$ cat src/rtl/cisr_acc_pipe.sv
// Per-channel row accumulator for a CISR sparse matrix-vector back end.
// Each multiplier channel owns an independent IDLE/BUSY/DONE machine. A
// channel pulls a row length, sums that many signed products from its own
// FIFO, and then offers the finished row sum to a shared output port.
// Loads and output selection both use fixed lowest-index-first priority.
module cisr_acc_pipe #(
  parameter int CHANNEL_NUM      = 4,
  parameter int ROW_LEN_SIZE     = 8,
  parameter int MULT_SIZE        = 16,
  parameter int ACCUMULATOR_SIZE = 32,
  parameter int ROW_ID_SIZE      = 8,
  parameter int SATURATE         = 0
) (
  input  logic                                 clk,
  input  logic                                 rst,
  input  logic [ROW_LEN_SIZE*CHANNEL_NUM-1:0]  row_len_fifo_data,
  input  logic [CHANNEL_NUM-1:0]               row_len_fifo_empty,
  output logic [CHANNEL_NUM-1:0]               row_len_fifo_read,
  input  logic [MULT_SIZE*CHANNEL_NUM-1:0]     mult_fifo_data,
  input  logic [CHANNEL_NUM-1:0]               mult_fifo_empty,
  output logic [CHANNEL_NUM-1:0]               mult_fifo_read,
  output logic                                 out_valid,
  input  logic                                 out_ready,
  output logic [ROW_ID_SIZE-1:0]               out_row_id,
  output logic [ACCUMULATOR_SIZE-1:0]          out_data,
  output logic                                 out_overflow
);

  localparam int AW = ACCUMULATOR_SIZE;

  localparam logic signed [AW-1:0] ACC_MAX = {1'b0, {(AW-1){1'b1}}};
  localparam logic signed [AW-1:0] ACC_MIN = {1'b1, {(AW-1){1'b0}}};

  typedef enum logic [1:0] {
    ST_IDLE = 2'd0,
    ST_BUSY = 2'd1,
    ST_DONE = 2'd2
  } ch_state_t;

  // Per-channel architectural state.
  ch_state_t                   state  [CHANNEL_NUM];
  logic [ROW_LEN_SIZE-1:0]     cnt    [CHANNEL_NUM];
  logic [ROW_ID_SIZE-1:0]      row_id [CHANNEL_NUM];
  logic signed [AW-1:0]        acc    [CHANNEL_NUM];
  logic                        ovf    [CHANNEL_NUM];
  logic [ROW_ID_SIZE-1:0]      next_id;

  // Per-channel arithmetic results and the one-hot output pick.
  logic signed [AW:0]          sum_x   [CHANNEL_NUM];
  logic signed [AW-1:0]        sum_fit [CHANNEL_NUM];
  logic                        sum_ovf [CHANNEL_NUM];
  logic [CHANNEL_NUM-1:0]      out_pick;

  // One guard bit above the accumulator is enough: the product is never
  // wider than the accumulator, so a single add cannot exceed AW+1 bits.
  function automatic logic signed [AW:0] widen_add(
    input logic signed [AW-1:0]        a,
    input logic signed [MULT_SIZE-1:0] p
  );
    logic signed [AW:0] a_w;
    logic signed [AW:0] p_w;
    a_w = {a[AW-1], a};
    p_w = {{(AW+1-MULT_SIZE){p[MULT_SIZE-1]}}, p};
    return a_w + p_w;
  endfunction

  // The widened sum left the signed range when its two top bits disagree.
  function automatic logic sum_overflow(input logic signed [AW:0] s);
    return s[AW] ^ s[AW-1];
  endfunction

  // Narrow the widened sum back to the accumulator: wrap or clamp.
  function automatic logic signed [AW-1:0] fit_sum(input logic signed [AW:0] s);
    if ((SATURATE != 0) && sum_overflow(s)) begin
      return s[AW] ? ACC_MIN : ACC_MAX;
    end
    return s[AW-1:0];
  endfunction

  // Load arbiter: only the lowest-index idle channel with a length waiting pops it.
  always_comb begin
    logic found;
    found             = 1'b0;
    row_len_fifo_read = '0;
    for (int c = 0; c < CHANNEL_NUM; c++) begin
      if (!rst && !found && (state[c] == ST_IDLE) && !row_len_fifo_empty[c]) begin
        row_len_fifo_read[c] = 1'b1;
        found                = 1'b1;
      end
    end
  end

  // Product pop: a busy channel consumes whenever its FIFO has a word.
  always_comb begin
    mult_fifo_read = '0;
    for (int c = 0; c < CHANNEL_NUM; c++) begin
      mult_fifo_read[c] = !rst && (state[c] == ST_BUSY) && !mult_fifo_empty[c];
    end
  end

  // Accumulate path per channel: widened add, overflow detect, wrap/clamp.
  always_comb begin
    for (int c = 0; c < CHANNEL_NUM; c++) begin
      sum_x[c]   = widen_add(acc[c], mult_fifo_data[c*MULT_SIZE +: MULT_SIZE]);
      sum_ovf[c] = sum_overflow(sum_x[c]);
      sum_fit[c] = fit_sum(sum_x[c]);
    end
  end

  // Output mux: present the lowest-index finished channel.
  always_comb begin
    logic found;
    found        = 1'b0;
    out_pick     = '0;
    out_valid    = 1'b0;
    out_row_id   = '0;
    out_data     = '0;
    out_overflow = 1'b0;
    for (int c = 0; c < CHANNEL_NUM; c++) begin
      if (!found && (state[c] == ST_DONE)) begin
        found        = 1'b1;
        out_pick[c]  = 1'b1;
        out_valid    = 1'b1;
        out_row_id   = row_id[c];
        out_data     = acc[c];
        out_overflow = ovf[c];
      end
    end
  end

  // Channel state machines and the shared row-id counter.
  always_ff @(posedge clk) begin
    if (rst) begin
      for (int c = 0; c < CHANNEL_NUM; c++) begin
        state[c]  <= ST_IDLE;
        cnt[c]    <= '0;
        row_id[c] <= '0;
        acc[c]    <= '0;
        ovf[c]    <= 1'b0;
      end
      next_id <= '0;
    end else begin
      for (int c = 0; c < CHANNEL_NUM; c++) begin
        case (state[c])
          ST_IDLE: begin
            if (row_len_fifo_read[c]) begin
              cnt[c]    <= row_len_fifo_data[c*ROW_LEN_SIZE +: ROW_LEN_SIZE];
              acc[c]    <= '0;
              ovf[c]    <= 1'b0;
              row_id[c] <= next_id;
              // An empty row has nothing to sum and is finished at once.
              if (row_len_fifo_data[c*ROW_LEN_SIZE +: ROW_LEN_SIZE] == '0) begin
                state[c] <= ST_DONE;
              end else begin
                state[c] <= ST_BUSY;
              end
            end
          end
          ST_BUSY: begin
            if (mult_fifo_read[c]) begin
              acc[c] <= sum_fit[c];
              ovf[c] <= ovf[c] | sum_ovf[c];
              cnt[c] <= cnt[c] - ROW_LEN_SIZE'(1);
              if (cnt[c] == ROW_LEN_SIZE'(1)) begin
                state[c] <= ST_DONE;
              end
            end
          end
          ST_DONE: begin
            // Results are held until the sink takes this channel's row.
            if (out_pick[c] && out_ready) begin
              state[c] <= ST_IDLE;
            end
          end
          default: begin
            state[c] <= ST_IDLE;
          end
        endcase
      end
      if (|row_len_fifo_read) begin
        next_id <= next_id + ROW_ID_SIZE'(1);
      end
    end
  end

endmodule

$ cat config.mk
export PLATFORM = sky130hd
export DESIGN_NAME = cisr_acc_pipe
export DESIGN_NICKNAME = d
export VERILOG_FILES = /design/src/rtl/cisr_acc_pipe.sv
export SDC_FILE = /design/constraint.sdc
export NUM_CORES = 1
export LEC_CHECK = 0
export CORE_ASPECT_RATIO = 1.25
export CORE_MARGIN = 5
export CORE_UTILIZATION = 43
export DETAILED_ROUTE_END_ITERATION = 7
export PLACE_DENSITY = 0.74
export SLEW_MARGIN = 40
export SYNTH_ARGS = -nofsm -noshare
export SYNTH_HDL_FRONTEND = slang
export SYNTH_SLANG_ARGS = --single-unit
$ cat constraint.sdc
create_clock -name clk -period 4.6 [get_ports clk]
set_input_delay 1.38 -clock clk [delete_from_list [all_inputs] [get_ports clk]]
set_output_delay 1.38 -clock clk [all_outputs]
set_load 0.02 [all_outputs]
* Word-level counts from Yosys, hierarchy flattened *
Memories as Yosys holds them, arrays and structs flattened.
Cells that the tools add are included.

storage, ports and cells
  bits in latches = 0
  memories = 5
  flip-flop bits (word level) = 8
  bits in read-only memories = 0
  word-level logic and storage cells = 332
  output and inout bits = 50
  memory bits (writable) = 204

memories
  memory  depth  bits a word  read ports  clocked after Yosys merged registers in  wr ports  RTL line  text
  acc     4      32           4           0                                        4         44        logic signed [AW-1:0] acc [CHANNEL_NUM];
  cnt     4      8            4           0                                        4         42        logic [ROW_LEN_SIZE-1:0] cnt [CHANNEL_NUM];
  row_id  4      8            4           0                                        4         43        logic [ROW_ID_SIZE-1:0] row_id [CHANNEL_NUM];
  state   4      2            4           0                                        4         41        ch_state_t state [CHANNEL_NUM];
  ovf     4      1            4           0                                        4         45        logic ovf [CHANNEL_NUM];

cells by class
  muxes and demuxes = 195
  add/subtract/negate cells = 9
  equality and inequality tests = 12
  div/mod/pow operators = 0
  magnitude comparators = 0
  shifts and indexed selects = 0
  bitwise logic cells = 56
  multiply operators = 0
  reductions and logical operators = 54

operators by type and width
  operator               count
  $mux W32               12
  $mux W1                147
  $add A32 B16 Y33       4
  $mux W8                16
  $or A1 B1 Y1           52
  $mux W2                20
  $eq A8 B1 Y1 const B   4
  $logic_not A8 Y1       4
  $sub A8 B1 Y8 const B  4
  $logic_and A1 B1 Y1    26
  $logic_not A1 Y1       15
  $reduce_or A3 Y1       4
  $add A8 B1 Y8 const B  1
  $eq A2 B1 Y1 const B   4
  $eq A2 B2 Y1 const B   4
  $logic_not A2 Y1       4
  $reduce_or A4 Y1       1
  $xor A1 B1 Y1          4

* Longest topological paths before layout *
  depth after elaboration = 28
  mapped depth = 12

* Worst setup path before layout *
No wires, ideal clock.

  path kind = input-to-output
  start point = in rst
  end point = out row_len_fifo_read[2]
  path slack = 0.519 ns
  required time = 3.220 ns
  stages = 6
  path buffers = 2
  arrival = 2.701 ns
  path through = clkbuf_1 > nor2_1 > inv_1 > nor2_1 > nor4b_1 > clkbuf_1

on the way
  longest elaborated chain between the ends = 14

ends and longest elaborated chain
  what                                RTL line  text
  from (decl)                         15        input logic rst,
  $logic_not A1 Y1 *                  86        if (!rst && !found && (state[c] == ST_IDLE) && !row_len_fifo_empty[c]) begin
  $logic_and A1 B1 Y1 (2 in a row)    86
  $mux W1                             86
  $logic_not A1 Y1                    86
  $logic_and A1 B1 Y1 (3 in a row)    86
  $mux W1                             86
  $logic_not A1 Y1                    86
  $logic_and A1 B1 Y1 * (3 in a row)  86
  $mux W1 *                           86
  to (decl)                           18        output logic [CHANNEL_NUM-1:0] row_len_fifo_read,

Every way passes the cells marked *; elsewhere a longest branch is shown, timed or not.

==> run summary <==
Num CTS Buffers = 23
Adder-Cell Fraction of Synth Area = 0.114
clk sinks = 212
number of global-route vias before repair = 13700
global-route wire length before repair = 70.8 mm
slew margin rel. = 0.565
min cycle time layout = 4.51 ns
post-synth top area cell = edfxtp_1
kind of critical path = reg2out
CTS tree = built
post-synthesis mux area share = 0.000638
Layout area overhead = 21.9%
TritonRoute pass-1 iters = 7
Non-Filler Instances = 2369
P_leak = 7.80 nW
R2R Path End = acc[3][22]$_SDFFCE_PN0P_
DR vias/cell = 5.88
drt wl/cell = 19.1 um
syn_nets = 1922
start of the worst register-to-register path = acc[3][0]$_SDFFCE_PN0P_
Routed WL = 45.3 mm
Die ar. = 40400 um2
status = finished, final reports clean
r2r worst-path depth = 12
Tot Pwr = 0.00615 W
clock skew = 0.0198 ns
final worst setup slack = 0.0853 ns
Clock Tree Buf Depth = 3
share of the synthesized area in the top cell type = 0.390
Min-Delay Endpoint = ovf[1]$_SDFFCE_PN0P_
number of synthesized flops with an enable pin = 204
min-delay src = ovf[1]$_SDFFCE_PN0P_
largest family of logic cells by synthesized area = compound AO/OA/AOI/OAI gates
vias = 13900
dpl ws = -0.141 ns
Async S/R FF share, synth = 0
DRT iter0 DRCs = 1074
final hold violation count = 0
CP endpoint kind = output port
clk slew on worst S/H paths = 0.06 ns
Seq cells post-synth = 212
# nets final = 2125
clock root cell = clkbuf_16
GR Overflow Total = 0
top cells by area, synth = edfxtp_1 (39%), ha_1 (11%), nor2_1 (5.1%), a21oi_1 (4.0%), xor2_1 (3.7%)
Final period util = 0.981
Ports = 157
area of the multi-input gates = 8980 um2
pin count of the biggest net entering global routing = 56
row cnt = 78
final setup fails = 0
register area = 6290 um2
sequential fraction of the synthesis area = 0.401
Core Box Area = 36200 um2
worst hold path type = reg2reg
Chip Height = 224 um
Final HPWL DP = 34.9 mm
unrepaired setup endpoints after global routing = false
Placed Instances = 2332
XOR/XNOR share of the synthesized area = 0.0709
Starting Density = 0.433
Die W = 181 um
Max Freq = 222 MHz
Clock Latency Late Sink = 0.53 ns
R2R setup slack = 1.49 ns
synthesized area = 15700 um2
Syn Inst Count = 1674
max_cap viols = 0
Synth Area per Inst = 9.38 um2
gr usage total = 0.213
DRC errors left = 0
Worst-Margin Slew = 0.653 ns
routability cong. = 0.936
Synth Area in Compound Gates = 0.201
crit path max fanout = 55
Max Slew Vio Count = 0
number of H-tree levels = 1
worst path required time = 3.22 ns
WHS = 0.574 ns
CP Launch Type = flip-flop
hold_buf cts = 0
PD cells = 322 nW/um2
antenna violations before repair = 2
Simple-Gate Fraction of Synth Area = 0.183
number of I/O port buffers = 156
hold path depth = 1
Post-synth top flop = edfxtp_1
Fill cells = 3205
Antenna Nets Post-Route = 0
Ys Warns = 0
Worst Path Arrival = 3.13 ns
Unique masters post-synth = 71
worst vdd ir = 0.215 mV
share of cells above drive strength 1 = 0.0737
layout by cell type (no fill, tap or decap), types with 62 or more instances in the layout:
cell type,count
a21oi_1,125
buf_4,72
inv_1,62
nand2_1,133
o21ai_0,97
ha_1,137
clkdlybuf4s50_1,145
xor2_1,66
nor2_1,214
edfxtp_1,204
sequential cells by signal, indices dropped and copies added (netlist names):
name,cells
acc,128
cnt,32
next_id,8
ovf,4
row_id,32
state,8
routing by layer:
layer	wire length [um]	track usage	up-vias
met5	0	0	-
met4	2370	0.105	0
met3	2410	0.0213	113
met2	22400	0.378	463
met1	18200	0.259	6648
li1	-	-	6702
timing repair:
| item | 4_1_cts | 5_1_grt |
|---|---|---|
| resized for setup | 7 | 5 |
| buffers inserted | 0 | 0 |
| hold endpoints to repair | 0 | 0 |
| setup endpoints to repair | 8 | 5 |
synth_stat cells, types with 4 or more instances:
cell,number
a2111oi_0,6
a211o_1,7
a211oi_1,20
a21boi_0,6
a21o_1,39
a21oi_1,126
a221o_1,4
a221oi_2,4
a222oi_1,41
a31oi_1,16
a41oi_1,5
and2_1,34
and3_1,21
and4_1,8
clkbuf_1,54
dfxtp_1,8
edfxtp_1,204
fa_1,4
ha_1,137
inv_1,62
nand2_1,136
nand2b_1,25
nand3_1,41
nand3b_1,6
nand4_1,19
nand4b_1,5
nor2_1,215
nor2b_1,14
nor3_1,39
nor3b_1,7
nor4_1,15
o211ai_1,16
o21a_1,23
o21ai_0,97
o21ai_1,6
o21bai_1,12
o31a_1,8
o31ai_1,4
or3_1,8
or4_1,5
xnor2_1,61
xor2_1,66
cell families after synthesis:
| family | after synthesis |
|---|---|
| adders and majority gates | 141 |
| AOI/OAI and AO/OA | 467 |
| xor gates and xnor gates | 127 |
| and+or+nand+nor | 605 |
| buffers and inverters | 121 |
| DFF | 212 |
| muxes | 1 |
final cells by class:
type / count / share of cell area
diodes: 2 / 0.000262
clock buffers: 30 / 0.0341
clock inverters: 5 / 0.00510
inverters: 63 / 0.0124
multi-input cells: 1341 / 0.470
flip-flops and latches: 212 / 0.329
well taps: 480 / 0.0314
repair buffers: 236 / 0.118
worst max path at each step:
stage	startpoint	endpoint	slack (ns)	cells after the start
after floorplan	rst	row_len_fifo_read[2]	0.52	6
after global placement	rst	row_len_fifo_read[1]	-0.16	6
after detailed placement	rst	mult_fifo_read[0]	-0.14	5
after CTS	rst	row_len_fifo_read[0]	0.06	5
after global routing	rst	row_len_fifo_read[2]	0.003	7
final	state[0][0]$_SDFFCE_PP0P_	out_data[12]	0.09	8
critical path: stages, from the launching register on:
cell	delay, ns
edfxtp_1	0.48
nor2b_4	0.24
nand2b_1	0.21
a21oi_2	0.10
nand3b_1	0.16
buf_12	0.25
nor2_1	0.11
a21oi_1	0.31
clkdlybuf4s50_1	0.68
where the power goes:
part           total (W)  switching (W)  internal [W]
Sequential       0.00241       0.000122       0.00229
Clock            0.00192       0.000772       0.00115
Combinational    0.00182        0.00102      0.000803
Total            0.00615        0.00191       0.00424
stage by stage:
step	util	TNS (ns)	area, um2
3_3_place_gp	0.507	-0.654	18400
6_report	0.528	0	19100
3_5_place_dp	0.507	-0.641	18400
2_1_floorplan	-	0	15700
5_1_grt	0.528	0	19100
4_1_cts	0.528	0	19100
Power figures use the tool's default switching activity.
